## config.mk

```make
export PLATFORM = sky130hd
export DESIGN_NAME = multicycle_ctrl_fsm
export DESIGN_NICKNAME = d
export VERILOG_FILES = /design/src/rtl/multicycle_ctrl_fsm.sv
export SDC_FILE = /design/constraint.sdc
export NUM_CORES = 1
export LEC_CHECK = 0
export BUFFER_PORTS_ARGS = -buffer_cell sky130_fd_sc_hd__clkbuf_2
export CORE_MARGIN = 2
export CORE_UTILIZATION = 55
export CTS_CLUSTER_SIZE = 25
export DETAILED_ROUTE_END_ITERATION = 10
export PLACE_DENSITY = 0.89
export SKIP_CTS_REPAIR_TIMING = 1
export SLEW_MARGIN = 20
export SYNTH_ARGS = -nofsm -noshare
export SYNTH_HDL_FRONTEND = slang
export SYNTH_SLANG_ARGS = --single-unit
```

## constraint.sdc

```tcl
create_clock -name clk -period 4.8 [get_ports clk]
set_input_delay 0.48 -clock clk [delete_from_list [all_inputs] [get_ports clk]]
set_output_delay 0.48 -clock clk [all_outputs]
set_load 0.03 [all_outputs]
```

## src/rtl/multicycle_ctrl_fsm.sv

```systemverilog
// Main control FSM for the multicycle RV32I core: sequences fetch/decode/execute/
// memory/writeback and decodes all datapath selects and enables from the current state.
module multicycle_ctrl_fsm #(
   parameter int unsigned MEM_TIMEOUT = 1024
) (
   input  logic       clk,
   input  logic       resetn,
   input  logic [6:0] opcode,
   input  logic       branch_taken,
   input  logic       mem_ready,
   output logic [2:0] immsrc,
   output logic       mem_valid,
   output logic       mem_we,
   output logic       adr_src,
   output logic       ir_write,
   output logic       pc_write,
   output logic       reg_write,
   output logic [1:0] alu_src_a,
   output logic [1:0] alu_src_b,
   output logic [1:0] result_src,
   output logic [1:0] alu_op,
   output logic       illegal,
   output logic       bus_error
);

   localparam int unsigned CNT_W   = (MEM_TIMEOUT > 0) ? $clog2(MEM_TIMEOUT + 1) : 1;
   localparam int unsigned TO_LAST = (MEM_TIMEOUT > 0) ? MEM_TIMEOUT - 1 : 0;
   localparam bit          TO_EN   = (MEM_TIMEOUT > 0);

   localparam logic [6:0] OP_LOAD   = 7'b0000011;
   localparam logic [6:0] OP_STORE  = 7'b0100011;
   localparam logic [6:0] OP_R      = 7'b0110011;
   localparam logic [6:0] OP_I      = 7'b0010011;
   localparam logic [6:0] OP_BRANCH = 7'b1100011;
   localparam logic [6:0] OP_JAL    = 7'b1101111;
   localparam logic [6:0] OP_JALR   = 7'b1100111;
   localparam logic [6:0] OP_LUI    = 7'b0110111;
   localparam logic [6:0] OP_AUIPC  = 7'b0010111;

   localparam logic [2:0] IMM_I = 3'd0;
   localparam logic [2:0] IMM_S = 3'd1;
   localparam logic [2:0] IMM_B = 3'd2;
   localparam logic [2:0] IMM_J = 3'd3;
   localparam logic [2:0] IMM_U = 3'd4;

   localparam logic [1:0] A_PC = 2'd0, A_OLDPC = 2'd1, A_RS1 = 2'd2, A_ZERO = 2'd3;
   localparam logic [1:0] B_RS2 = 2'd0, B_IMM = 2'd1, B_FOUR = 2'd2;
   localparam logic [1:0] R_ALUOUT = 2'd0, R_RDATA = 2'd1, R_ALU = 2'd2;
   localparam logic [1:0] OP_ADD = 2'd0, OP_BRCMP = 2'd1, OP_FUNCT = 2'd2;

   typedef enum logic [4:0] {
      S_RESET, S_FETCH, S_DECODE, S_MEMADR, S_MEMREAD, S_MEMWB, S_MEMWRITE,
      S_EXEC_R, S_EXEC_I, S_ALUWB, S_BRANCH, S_JAL, S_JALR_ADR, S_JALR,
      S_LINKWB, S_LUI, S_AUIPC
   } state_t;

   state_t           state_q, state_d;
   logic [CNT_W-1:0] cnt_q, cnt_d;
   logic             in_mem;
   logic             timeout;

   // State and memory-wait counter registers
   always_ff @(posedge clk or negedge resetn) begin
      if (!resetn) begin
         state_q <= S_RESET;
         cnt_q   <= '0;
      end else begin
         state_q <= state_d;
         cnt_q   <= cnt_d;
      end
   end

   // Next state, state-decoded outputs and timeout counter update
   always_comb begin
      state_d    = state_q;
      cnt_d      = cnt_q;
      immsrc     = IMM_I;
      mem_valid  = 1'b0;
      mem_we     = 1'b0;
      adr_src    = 1'b0;
      ir_write   = 1'b0;
      pc_write   = 1'b0;
      reg_write  = 1'b0;
      alu_src_a  = A_PC;
      alu_src_b  = B_RS2;
      result_src = R_ALUOUT;
      alu_op     = OP_ADD;
      illegal    = 1'b0;
      bus_error  = 1'b0;

      in_mem  = (state_q == S_FETCH) || (state_q == S_MEMREAD) || (state_q == S_MEMWRITE);
      timeout = TO_EN && in_mem && !mem_ready && (cnt_q == CNT_W'(TO_LAST));

      case (state_q)
         S_RESET: state_d = S_FETCH;
         S_FETCH: begin
            mem_valid  = 1'b1;
            alu_src_a  = A_PC;
            alu_src_b  = B_FOUR;
            result_src = R_ALU;
            if (mem_ready) begin
               ir_write = 1'b1;
               pc_write = 1'b1;
               state_d  = S_DECODE;
            end else if (timeout) begin
               bus_error = 1'b1;
               state_d   = S_FETCH;
            end
         end
         S_DECODE: begin
            alu_src_a = A_OLDPC;
            alu_src_b = B_IMM;
            immsrc    = IMM_B;
            case (opcode)
               OP_LOAD, OP_STORE: state_d = S_MEMADR;
               OP_R:              state_d = S_EXEC_R;
               OP_I:              state_d = S_EXEC_I;
               OP_BRANCH:         state_d = S_BRANCH;
               OP_JAL:            state_d = S_JAL;
               OP_JALR:           state_d = S_JALR_ADR;
               OP_LUI:            state_d = S_LUI;
               OP_AUIPC:          state_d = S_AUIPC;
               default: begin
                  illegal = 1'b1;
                  state_d = S_FETCH;
               end
            endcase
         end
         S_MEMADR: begin
            alu_src_a = A_RS1;
            alu_src_b = B_IMM;
            immsrc    = opcode[5] ? IMM_S : IMM_I;
            state_d   = opcode[5] ? S_MEMWRITE : S_MEMREAD;
         end
         S_MEMREAD: begin
            mem_valid = 1'b1;
            adr_src   = 1'b1;
            if (mem_ready) begin
               state_d = S_MEMWB;
            end else if (timeout) begin
               bus_error = 1'b1;
               state_d   = S_FETCH;
            end
         end
         S_MEMWB: begin
            result_src = R_RDATA;
            reg_write  = 1'b1;
            state_d    = S_FETCH;
         end
         S_MEMWRITE: begin
            mem_valid = 1'b1;
            mem_we    = 1'b1;
            adr_src   = 1'b1;
            if (mem_ready) begin
               state_d = S_FETCH;
            end else if (timeout) begin
               bus_error = 1'b1;
               state_d   = S_FETCH;
            end
         end
         S_EXEC_R: begin
            alu_src_a = A_RS1;
            alu_src_b = B_RS2;
            alu_op    = OP_FUNCT;
            state_d   = S_ALUWB;
         end
         S_EXEC_I: begin
            alu_src_a = A_RS1;
            alu_src_b = B_IMM;
            immsrc    = IMM_I;
            alu_op    = OP_FUNCT;
            state_d   = S_ALUWB;
         end
         S_ALUWB: begin
            result_src = R_ALUOUT;
            reg_write  = 1'b1;
            state_d    = S_FETCH;
         end
         S_BRANCH: begin
            alu_src_a  = A_RS1;
            alu_src_b  = B_RS2;
            alu_op     = OP_BRCMP;
            result_src = R_ALUOUT;
            pc_write   = branch_taken;
            state_d    = S_FETCH;
         end
         S_JAL: begin
            immsrc     = IMM_J;
            alu_src_a  = A_OLDPC;
            alu_src_b  = B_IMM;
            result_src = R_ALU;
            pc_write   = 1'b1;
            state_d    = S_LINKWB;
         end
         S_JALR_ADR: begin
            alu_src_a = A_RS1;
            alu_src_b = B_IMM;
            immsrc    = IMM_I;
            state_d   = S_JALR;
         end
         S_JALR: begin
            result_src = R_ALUOUT;
            pc_write   = 1'b1;
            state_d    = S_LINKWB;
         end
         S_LINKWB: begin
            alu_src_a  = A_OLDPC;
            alu_src_b  = B_FOUR;
            result_src = R_ALU;
            reg_write  = 1'b1;
            state_d    = S_FETCH;
         end
         S_LUI: begin
            immsrc    = IMM_U;
            alu_src_a = A_ZERO;
            alu_src_b = B_IMM;
            state_d   = S_ALUWB;
         end
         S_AUIPC: begin
            immsrc    = IMM_U;
            alu_src_a = A_OLDPC;
            alu_src_b = B_IMM;
            state_d   = S_ALUWB;
         end
         default: state_d = S_FETCH;
      endcase

      // Counter restarts on any state entry (including FETCH re-entry after a timeout)
      if ((state_d != state_q) || timeout) begin
         cnt_d = '0;
      end else if (TO_EN && in_mem && !mem_ready) begin
         cnt_d = cnt_q + CNT_W'(1);
      end
   end

endmodule

```

* Word-level counts from Yosys, hierarchy flattened *
Index checks and enable logic that the tools add are counted.

operators by class
  mux-type cells = 27
  add/subtract/negate cells = 1
  reductions and logical operators = 21
  eq/ne operators = 27

operators by type and width
  operator                                                                 number
  5-bit one-hot mux with 8 select lines                                    2
  5-bit by 4-bit equality test with 1-bit output, second input constant    8
  11-bit 2-to-1 mux                                                        2
  7-bit by 6-bit equality test with 1-bit output, second input constant    3
  7-bit equality test, second input constant                               3
  5-bit by 3-bit equality test with 1-bit output, second input constant    4
  5-bit 2-to-1 mux                                                         4
  7-bit by 5-bit equality test with 1-bit output, second input constant    2
  1-bit 2-to-1 mux                                                         12
  2-bit one-hot mux with 2 select lines                                    3
  3-bit one-hot mux with 4 select lines                                    1
  2-bit OR reduction                                                       6
  11-bit by 1-bit adder with 11-bit output, second input constant          1
  11-bit by 10-bit equality test with 1-bit output, second input constant  1
  5-bit by 2-bit equality test with 1-bit output, second input constant    2
  3-bit OR reduction                                                       3
  9-bit OR reduction                                                       1
  4-bit OR reduction                                                       2
  7-bit by 2-bit equality test with 1-bit output, second input constant    1
  7-bit OR reduction                                                       1
  2-bit one-hot mux with 3 select lines                                    1
  5-bit by 1-bit equality test with 1-bit output, second input constant    1
  5-bit equality test, second input constant                               1
  5-bit inequality test                                                    1
  other kinds (7)                                                          10

storage, ports and cells
  bits of input ports = 11
  logic and storage cells = 78
  flip-flop bits (word level) = 16
  output and inout bits = 19

* Logic depth before layout (Yosys ltp) *
Gate-level depths: netlist (run 1).

  depth after elaboration = 11
  mapped depth = 7
  gate-level depth less buffers = 5

* Worst setup path before layout (run 1) *
Ideal clock, no wire load.

  kind = reg-to-output
  start = register state_q[0]
  end = output pc_write
  path slack = 2.376 ns
  arrival time = 1.944 ns
  cell stages (with the launch flop) = 5
  path buffers = 1
  data required time = 4.320 ns
  cell sequence = dfrtp_1 > buf_2 > or2b_1 > nor3_1 > a21o_1

on the way
  word-level cells in the longest chain between the ends = 3
  elaborated cells between the ends (all ways) = 6
  classes of those cells = 4 x eq/ne; 1 x mux; 1 x reduce/logical

RTL lines
  element                                         RTL line  text
  from (decl)                                     57        state_t state_q, state_d;
  from (signal assigned)                          68        state_q <= state_d;
  5-bit by 4-bit equality test with 1-bit output  94        case (state_q)
  2-bit OR reduction (no line)                    n/a
  1-bit one-hot mux with 3 select lines *         94
  to (decl)                                       16        output logic pc_write,

Every way passes the cells marked *; elsewhere a longest branch is shown, timed or not.

* Worst setup path in the final report (run 1) *
  start = register state_q[0]
  end = output bus_error

on the way
  word-level cells in the longest chain between the ends = 8
  elaborated cells between the ends (all ways) = 11
  classes of those cells = 3 x eq/ne; 3 x mux; 5 x reduce/logical

RTL lines
  element                                                                                                                  RTL line       text
  5-bit by 1-bit equality test with 1-bit output / 5-bit by 3-bit equality test with 1-bit output (equally long branches)  91, 94
  1-bit logical OR (2 in series)                                                                                           91             in_mem = (state_q == S_FETCH) || (state_q == S_MEMREAD) || (state_q == S_MEMWRITE);
  1-bit logical AND (2 in series)                                                                                          92             timeout = TO_EN && in_mem && !mem_ready && (cnt_q == CNT_W'(TO_LAST));
  1-bit 2-to-1 mux                                                                                                         105, 140, 156
  1-bit 2-to-1 mux                                                                                                         138            if (mem_ready) begin
  1-bit 2-to-1 mux *                                                                                                       n/a
  to (decl)                                                                                                                23             output logic bus_error

Marks and branches as above.

==> impl_metrics.prom, run 1 <==
# TYPE chip_impl_metric gauge
chip_impl_info{name="outcome",value="completed"} 1
chip_impl_metric{name="worst_slack",unit="ns"} 1.99
chip_impl_metric{name="worst-path-max-fanout",unit=""} 23
chip_impl_metric{name="initial_utilization",unit=""} 0.566
chip_impl_metric{name="fin_nets",unit=""} 217
chip_impl_metric{name="worst_clock_skew",unit="ns"} 0.0102
chip_impl_metric{name="layout-area-overhead-vs-synth",unit="%"} 11.3
chip_impl_metric{name="clkSinkCount",unit=""} 16
chip_impl_metric{name="clkSlewWorstSetupHoldPaths",unit="ns"} 0.10
chip_impl_metric{name="synth_largest_type_area_fraction",unit=""} 0.291
chip_impl_metric{name="timing.critical_path.slowest_cell_delay",unit="ns"} 0.80
chip_impl_metric{name="core_area",unit="um^2"} 2430
chip_impl_info{name="rr_startpoint",value="state_q[0]"} 1
chip_impl_metric{name="syn_area_per_cell",unit="um^2"} 7.48
chip_impl_metric{name="place.gp.congestion",unit=""} 0.872
chip_impl_metric{name="postSynthRegisterBits",unit=""} 16
chip_impl_metric{name="rows",unit=""} 18
chip_impl_metric{name="synth.yosys.seq_area_share",unit=""} 0.291
chip_impl_info{name="critPathCapture",value="bus_error"} 1
chip_impl_metric{name="placed_cells_incl_taps",unit=""} 230
chip_impl_info{name="path_class",value="register to primary output"} 1
chip_impl_metric{name="power.share.switching",unit=""} 0.545
chip_impl_metric{name="seq_power_share",unit=""} 0.298
chip_impl_info{name="holdCritPathClass",value="input pin to async pin"} 1
chip_impl_metric{name="syn_nets",unit=""} 196
chip_impl_metric{name="globalRoute.totalOverflow",unit=""} 0
chip_impl_info{name="cts_tree",value="built"} 1
chip_impl_metric{name="ff_latch_area",unit="um^2"} 400
chip_impl_info{name="crit_slowest_cell",value="sky130_fd_sc_hd__dfrtp_1"} 1
chip_impl_metric{name="route.detailed.wl_per_inst",unit="um"} 13.0
chip_impl_metric{name="switching_power",unit="uW"} 426
chip_impl_metric{name="synth_warnings",unit=""} 0
chip_impl_metric{name="drt_drc_violations_left",unit=""} 0
chip_impl_metric{name="cellInternalPower",unit="uW"} 356
chip_impl_metric{name="vias_per_cell",unit=""} 5.89
chip_impl_metric{name="worst-endpoint-arrival",unit="ns"} 2.33
chip_impl_metric{name="post-route-period-util",unit=""} 0.585
chip_impl_info{name="r2r_end",value="cnt_q[10]"} 1
chip_impl_metric{name="syn_std_cell_area",unit="um^2"} 1380
chip_impl_metric{name="r2r_slack",unit="ns"} 2.78
chip_impl_metric{name="multiInputGateArea",unit="um^2"} 893
chip_impl_metric{name="aggregate_global_route_resource_usage",unit=""} 0.233
chip_impl_metric{name="number_of_buffers_added_on_ports",unit=""} 29
chip_impl_metric{name="grt_pass1_wl",unit="um"} 4950
chip_impl_metric{name="dp_hpwl",unit="um"} 2290
chip_impl_metric{name="grt_pass1_vias",unit=""} 1134
chip_impl_metric{name="antenna_diode_instance_count",unit=""} 0
chip_impl_metric{name="finalWirelength",unit="um"} 3030
chip_impl_info{name="ctsRootBufferMaster",value="sky130_fd_sc_hd__clkbuf_4"} 1
chip_impl_metric{name="number_of_cts_inserted_buffers",unit=""} 3
chip_impl_metric{name="max-vdd-ir-drop",unit="mV"} 0.405
chip_impl_metric{name="die_x",unit="um"} 54.0
chip_impl_metric{name="ant_nets",unit=""} 0
chip_impl_metric{name="power.share.combinational",unit=""} 0.586
chip_impl_metric{name="max_freq",unit="MHz"} 356
chip_impl_metric{name="fin_util",unit=""} 0.630
chip_impl_metric{name="slew-limit-headroom",unit=""} 0.543
chip_impl_metric{name="layoutNonFillerInstCount",unit=""} 234
chip_impl_info{name="worstSetupStartpointType",value="register"} 1
chip_impl_metric{name="final.fill_count",unit=""} 221
chip_impl_metric{name="die_h",unit="um"} 54.0
chip_impl_metric{name="fp.dieArea",unit="um^2"} 2920
chip_impl_metric{name="fraction_of_final_layout_cells_sized_beyond_drive_strength_1",unit=""} 0.206
chip_impl_metric{name="top_level_ports",unit=""} 30
chip_impl_info{name="crit_chain",value="nor3b_4 -> o21ai_2 -> or2_0 -> nor2_1 -> clkbuf_2"} 1
chip_impl_metric{name="netlist-cell-type-count",unit=""} 47
chip_impl_metric{name="drt_first_pass_iters",unit=""} 4
chip_impl_metric{name="power_density",unit="nW/um^2"} 511
chip_impl_metric{name="timing.final.crit_period",unit="ns"} 2.81
chip_impl_metric{name="grt_antenna_before_repair",unit=""} 0
chip_impl_metric{name="clock_latency_late_sink",unit="ns"} 0.30
chip_impl_metric{name="timing.setup.tns",unit="ns"} 0
chip_impl_info{name="cp-end-kind",value="primary output"} 1
chip_impl_metric{name="cts.path.max_buffers",unit=""} 2
chip_impl_metric{name="cts_htree_levels",unit=""} 1
chip_impl_metric{name="setup_violations",unit=""} 0
chip_impl_metric{name="via_count",unit=""} 1379
chip_impl_info{name="synth_top_area_cell",value="sky130_fd_sc_hd__dfrtp_1"} 1
chip_impl_metric{name="power_frac_clock",unit=""} 0.116
chip_impl_metric{name="hold_slack",unit="ns"} 0.0863
chip_impl_metric{name="leakage",unit="nW"} 0.674
chip_impl_info{name="rsz0062_at_grt",value="false"} 1
chip_impl_metric{name="timing.final.max_slew_violations",unit=""} 0
chip_impl_metric{name="postSynthCellCount",unit=""} 184
chip_impl_metric{name="timing.reg2reg.worst_path_depth",unit=""} 4
chip_impl_metric{name="max_cap_violations",unit=""} 0
chip_impl_metric{name="largest_net_degree_at_the_start_of_global_routing",unit=""} 24
chip_impl_metric{name="transition_time_at_the_pin_with_the_least_slew_margin",unit="ns"} 0.686
chip_impl_metric{name="dpl_worst_slack",unit="ns"} 2.33
chip_impl_metric{name="hold_violations",unit=""} 0
chip_impl_metric{name="critical_path_required",unit="ns"} 4.32
chip_impl_info{name="synth_area_leaders",value="sky130_fd_sc_hd__dfrtp_1 29%, sky130_fd_sc_hd__nor2_1 7.6%, sky130_fd_sc_hd__a21oi_1 5.1%, sky130_fd_sc_hd__o21ai_0 4.4%, sky130_fd_sc_hd__nand2_1 4.4%"} 1
chip_impl_info{name="worstSetupStartpoint",value="state_q[0]"} 1
chip_impl_metric{name="detailedRoute.firstIterationViolations",unit=""} 29
==> area by class of cell <==
cell class              count  area share
clock buffers               4      0.0237
inverters                   5      0.0123
multi-input cells         150       0.583
flip-flops and latches     16       0.261
well taps                  30      0.0245
repair buffers             29      0.0948
==> power by group through the flow <==
| stage | logic (mW) | clock network, mW | registers, mW |
|---|---|---|---|
| 3_3_place_gp | 0.452 | 0 | 0.232 |
| 3_5_place_dp | 0.459 | 0 | 0.234 |
| 2_1_floorplan | 0.428 | 0 | 0.172 |
| 4_1_cts | 0.460 | 0.0934 | 0.231 |
| 5_1_grt | 0.510 | 0.0996 | 0.242 |
| 6_report | 0.459 | 0.0904 | 0.233 |
==> flip-flops by register name, summed over array words and instances, names as in the netlist <==
register and cells:
cnt_q 11, state_q 5
==> synth_stat cells (all sizes together) <==
| library cell | n |
|---|---|
| a311oi | 1 |
| xor2 | 6 |
| nor2b | 4 |
| nand4b | 1 |
| nor3 | 9 |
| o21ai | 13 |
| nor2 | 28 |
| or2 | 1 |
| a2111oi | 1 |
| nor3b | 4 |
| nand4 | 3 |
| a22oi | 1 |
| inv | 5 |
| a21o | 2 |
| a31oi | 2 |
| nand3b | 2 |
| clkbuf | 4 |
| a21boi | 1 |
| or4 | 1 |
| a211oi | 1 |
| and2b | 1 |
| o21a | 2 |
| dfrtp | 16 |
| a32o | 1 |
| buf | 9 |
| ha | 1 |
| a221oi | 1 |
| nand2b | 6 |
| xnor2 | 5 |
| and3 | 3 |
| and2 | 1 |
| or2b | 1 |
| and4 | 1 |
| nand2 | 16 |
| o22ai | 2 |
| nand3 | 9 |
| a21oi | 14 |
| nor4 | 5 |
==> per-stage QoR <==
stage	cell area (um^2)	power, mW
CTS	1530	0.784
detailed placement	1500	0.693
floorplan	1380	0.600
global placement	1500	0.684
global route	1530	0.852
finish	1530	0.783
==> layer usage <==
| metal | global-route usage | wire length (um) | vias up |
|---|---|---|---|
| li1 | - | - | 691 |
| met1 | 0.308 | 1370 | 636 |
| met2 | 0.370 | 1450 | 48 |
| met3 | 0.0583 | 185 | 4 |
| met4 | 0.0833 | 26 | 0 |
| met5 | 0 | 0 | - |
==> worst max-delay path, delay by kind of cell, from the launching register on <==
kind | cells | cell delay [ns]
simple gates | 3 | 0.85
flops | 1 | 0.80
buf+inv | 1 | 0.22
compound gates | 1 | 0.17
==> logic make-up after synthesis <==
| kind of cell | count (synthesis) | share of synthesized area |
|---|---|---|
| and+or+nand+nor | 96 | 0.382 |
| AOI/OAI and AO/OA | 42 | 0.188 |
| buffers and inverters | 18 | 0.0600 |
| DFF | 16 | 0.291 |
| xor gates and xnor gates | 11 | 0.0700 |
| adders and majority gates | 1 | 0.00909 |
==> how the worst min path moves through the flow <==
stage / to / cells past startpoint
floorplan: cnt_q[0] / 0
global placement: cnt_q[10] / 1
detailed placement: cnt_q[8] / 1
CTS: cnt_q[6] / 1
global route: cnt_q[6] / 1
finish: state_q[2] / 1
==> layout by cell type (no fill, tap or decap), types with 2 or more instances in the layout <==
cell,netlist,layout
sky130_fd_sc_hd__o21ai_0,12,12
sky130_fd_sc_hd__inv_1,4,4
sky130_fd_sc_hd__clkbuf_2,0,29
sky130_fd_sc_hd__nand2b_1,5,5
sky130_fd_sc_hd__nor2b_1,4,4
sky130_fd_sc_hd__nor3b_1,2,2
sky130_fd_sc_hd__o22ai_1,2,2
sky130_fd_sc_hd__xnor2_1,5,5
sky130_fd_sc_hd__nor3_1,9,9
sky130_fd_sc_hd__a21oi_1,14,14
sky130_fd_sc_hd__nand4_1,3,3
sky130_fd_sc_hd__a21o_1,2,2
sky130_fd_sc_hd__and3_1,2,2
sky130_fd_sc_hd__dfrtp_1,16,16
sky130_fd_sc_hd__nand2_1,16,16
sky130_fd_sc_hd__o21a_1,2,2
sky130_fd_sc_hd__clkbuf_4,0,3
sky130_fd_sc_hd__nor2_1,28,28
sky130_fd_sc_hd__nand3_1,9,9
sky130_fd_sc_hd__xor2_1,6,6
sky130_fd_sc_hd__nand3b_1,2,2
sky130_fd_sc_hd__nor4_1,4,4
sky130_fd_sc_hd__a31oi_1,2,2
No activity file was read; power rests on OpenSTA's default activity.
==> inputs of run 2 (changes only) <==
--- a/config.mk
+++ b/config.mk
@@ -7,10 +7,10 @@
 export LEC_CHECK = 0
 export BUFFER_PORTS_ARGS = -buffer_cell sky130_fd_sc_hd__clkbuf_2
 export CORE_MARGIN = 2
-export CORE_UTILIZATION = 55
+export CORE_UTILIZATION = 49
 export CTS_CLUSTER_SIZE = 25
 export DETAILED_ROUTE_END_ITERATION = 10
-export PLACE_DENSITY = 0.89
+export PLACE_DENSITY = 0.84
 export SKIP_CTS_REPAIR_TIMING = 1
 export SLEW_MARGIN = 20
 export SYNTH_ARGS = -nofsm -noshare
==> constraint.sdc (replaced) <==
create_clock -name clk -period 2.35 [get_ports clk]
set_input_delay 0.235 -clock clk [delete_from_list [all_inputs] [get_ports clk]]
set_output_delay 0.235 -clock clk [all_outputs]
set_load 0.03 [all_outputs]
==> run 2 against run 1 <==
Effect of this change: routed wire length increased by 3.0%; sequential cell count unchanged; first-iteration DRC count increased by 120%; critical path type unchanged; critical endpoint is now pc_write; largest cell class unchanged; highest routed layer unchanged.
==> impl_metrics.prom, run 2 (synthesized netlist as in run 1, its figures left out) <==
# TYPE chip_impl_metric gauge
chip_impl_info{name="outcome",value="completed"} 1
chip_impl_metric{name="dpl_worst_slack",unit="ns"} 0.495
chip_impl_info{name="final_common_cell",value="sky130_fd_sc_hd__clkbuf_2"} 1
chip_impl_metric{name="leakage",unit="nW"} 0.696
chip_impl_info{name="crit_chain",value="nor2_1 -> a32o_1 -> and3_1 -> a21o_1 -> clkbuf_2"} 1
chip_impl_metric{name="slew-limit-headroom",unit=""} 0.550
chip_impl_metric{name="max-vdd-ir-drop",unit="mV"} 0.699
chip_impl_metric{name="timing.reg2reg.worst_path_depth",unit=""} 6
chip_impl_metric{name="via_count",unit=""} 1367
chip_impl_info{name="worst_hold_path.endpoint",value="state_q[4]"} 1
chip_impl_metric{name="timing.final.crit_period",unit="ns"} 2.18
chip_impl_metric{name="die_x",unit="um"} 57
chip_impl_metric{name="fin_nets",unit=""} 223
chip_impl_metric{name="place.gp.congestion",unit=""} 0.921
chip_impl_metric{name="die_h",unit="um"} 57
chip_impl_info{name="rsz0062_at_grt",value="false"} 1
chip_impl_metric{name="grt_pass1_vias",unit=""} 1215
chip_impl_metric{name="hold_violations",unit=""} 0
chip_impl_metric{name="rows",unit=""} 19
chip_impl_metric{name="cts_htree_levels",unit=""} 1
chip_impl_metric{name="ff_latch_area",unit="um^2"} 400
chip_impl_metric{name="fp.dieArea",unit="um^2"} 3250
chip_impl_metric{name="drt_drc_violations_left",unit=""} 0
chip_impl_metric{name="top_level_ports",unit=""} 30
chip_impl_metric{name="worst_clock_skew",unit="ns"} 0.00866
chip_impl_metric{name="largest_net_degree_at_the_start_of_global_routing",unit=""} 22
chip_impl_metric{name="crit_buf_inv",unit=""} 1
chip_impl_metric{name="dp_hpwl",unit="um"} 2380
chip_impl_info{name="cp_top_family",value="flip-flops"} 1
chip_impl_metric{name="aggregate_global_route_resource_usage",unit=""} 0.206
chip_impl_metric{name="largest_register_ff_count",unit=""} 11
chip_impl_info{name="path_class",value="register to primary output"} 1
chip_impl_metric{name="grt_antenna_before_repair",unit=""} 0
chip_impl_metric{name="r2r_slack",unit="ns"} 0.55
chip_impl_metric{name="initial_utilization",unit=""} 0.508
chip_impl_metric{name="transition_time_at_the_pin_with_the_least_slew_margin",unit="ns"} 0.675
chip_impl_metric{name="number_of_cts_inserted_buffers",unit=""} 3
chip_impl_metric{name="antenna_diode_instance_count",unit=""} 0
chip_impl_metric{name="hold-path-cell-count",unit=""} 2
chip_impl_metric{name="report.power.total",unit="mW"} 1.63
chip_impl_info{name="crit_slowest_cell",value="sky130_fd_sc_hd__dfrtp_1"} 1
chip_impl_metric{name="core_area",unit="um^2"} 2710
chip_impl_metric{name="setup_violations",unit=""} 0
chip_impl_metric{name="clock_latency_late_sink",unit="ns"} 0.28
chip_impl_metric{name="critical_path_required",unit="ns"} 2.12
chip_impl_metric{name="worst-endpoint-arrival",unit="ns"} 1.94
chip_impl_info{name="worst_hold_startpoint",value="opcode[3]"} 1
chip_impl_info{name="registers.top_by_ff_count",value="cnt_q"} 1
chip_impl_metric{name="route.detailed.wl_per_inst",unit="um"} 13.0
chip_impl_info{name="cts_tree",value="built"} 1
chip_impl_info{name="rr_startpoint",value="state_q[3]"} 1
chip_impl_metric{name="post-route-period-util",unit=""} 0.926
chip_impl_info{name="cp-end-kind",value="primary output"} 1
chip_impl_metric{name="vias_per_cell",unit=""} 5.70
chip_impl_metric{name="timing.critical_path.slowest_cell_delay",unit="ns"} 0.63
chip_impl_info{name="holdCritPathClass",value="input pin to register"} 1
chip_impl_metric{name="layout-area-overhead-vs-synth",unit="%"} 13.8
chip_impl_metric{name="multiInputGateArea",unit="um^2"} 893
chip_impl_info{name="r2r_end",value="state_q[0]"} 1
chip_impl_metric{name="postLayoutCellArea",unit="um^2"} 1570
chip_impl_metric{name="cts.path.max_buffers",unit=""} 2
chip_impl_metric{name="clkSlewWorstSetupHoldPaths",unit="ns"} 0.08
chip_impl_metric{name="detailedRoute.firstIterationViolations",unit=""} 65
chip_impl_metric{name="final.fill_count",unit=""} 266
chip_impl_metric{name="number_of_buffers_added_on_ports",unit=""} 29
chip_impl_metric{name="fraction_of_final_layout_cells_sized_beyond_drive_strength_1",unit=""} 0.220
chip_impl_metric{name="timing.final.max_slew_violations",unit=""} 0
chip_impl_info{name="final_cell_mix",value="29 x sky130_fd_sc_hd__clkbuf_2, 28 x sky130_fd_sc_hd__nor2_1, 16 x sky130_fd_sc_hd__nand2_1, 16 x sky130_fd_sc_hd__dfrtp_1, 14 x sky130_fd_sc_hd__a21oi_1"} 1
chip_impl_metric{name="worst_slack",unit="ns"} 0.174
chip_impl_metric{name="max_cap_violations",unit=""} 0
chip_impl_metric{name="finalWirelength",unit="um"} 3120
chip_impl_metric{name="clkSinkCount",unit=""} 16
chip_impl_metric{name="max_freq",unit="MHz"} 460
chip_impl_metric{name="ant_nets",unit=""} 0
chip_impl_metric{name="timing.setup.tns",unit="ns"} 0
chip_impl_metric{name="worst-path-max-fanout",unit=""} 12
chip_impl_info{name="worstSetupStartpointType",value="register"} 1
chip_impl_info{name="top_regs",value="cnt_q (11), state_q (5)"} 1
chip_impl_metric{name="power_density",unit="nW/um^2"} 1040
chip_impl_metric{name="drt_first_pass_iters",unit=""} 4
chip_impl_metric{name="place_area",unit="um^2"} 1530
chip_impl_metric{name="grt_pass1_wl",unit="um"} 5380
chip_impl_metric{name="globalRoute.totalOverflow",unit=""} 0
chip_impl_info{name="ctsRootBufferMaster",value="sky130_fd_sc_hd__clkbuf_4"} 1
[run 2: area by class of cell]
type	count	area share
Inverter	5	0.0120
Tap cell	31	0.0248
Timing Repair Buffer	35	0.123
Sequential cell	16	0.256
Clock buffer	3	0.0144
Multi-Input combinational cell	150	0.570
[run 2: through the flow]
| stage | cells | hold WS [ns] | utilization |
|---|---|---|---|
| 2_1_floorplan | 184 | -0.0606 | - |
| 3_3_place_gp | 236 | 0.178 | 0.566 |
| 3_5_place_dp | 236 | 0.179 | 0.566 |
| 4_1_cts | 239 | -0.130 | 0.574 |
| 5_1_grt | 240 | 0.239 | 0.578 |
| 6_report | 240 | 0.250 | 0.578 |
[run 2: report_power, final]
part / internal [mW] / switching (mW) / total (mW)
clock: 0.0594 / 0.0750 / 0.134
sequential: 0.315 / 0.112 / 0.427
combinational: 0.376 / 0.690 / 1.07
[run 2: worst max path at each step]
stage,endpoint,from,depth (start not counted)
global route,pc_write,state_q[2],5
finish,pc_write,state_q[2],5
global placement,pc_write,state_q[2],5
CTS,pc_write,state_q[2],5
floorplan,pc_write,state_q[0],4
detailed placement,pc_write,state_q[2],5
[run 2: routing by layer]
metal  global-route usage  wire length [um]  vias to the layer above
met1                0.272              1400                      622
met5                    0                 0                        -
li1                     -                 -                      702
met4               0.0266                17                        0
met2                0.353              1560                       41
met3               0.0499               151                        2
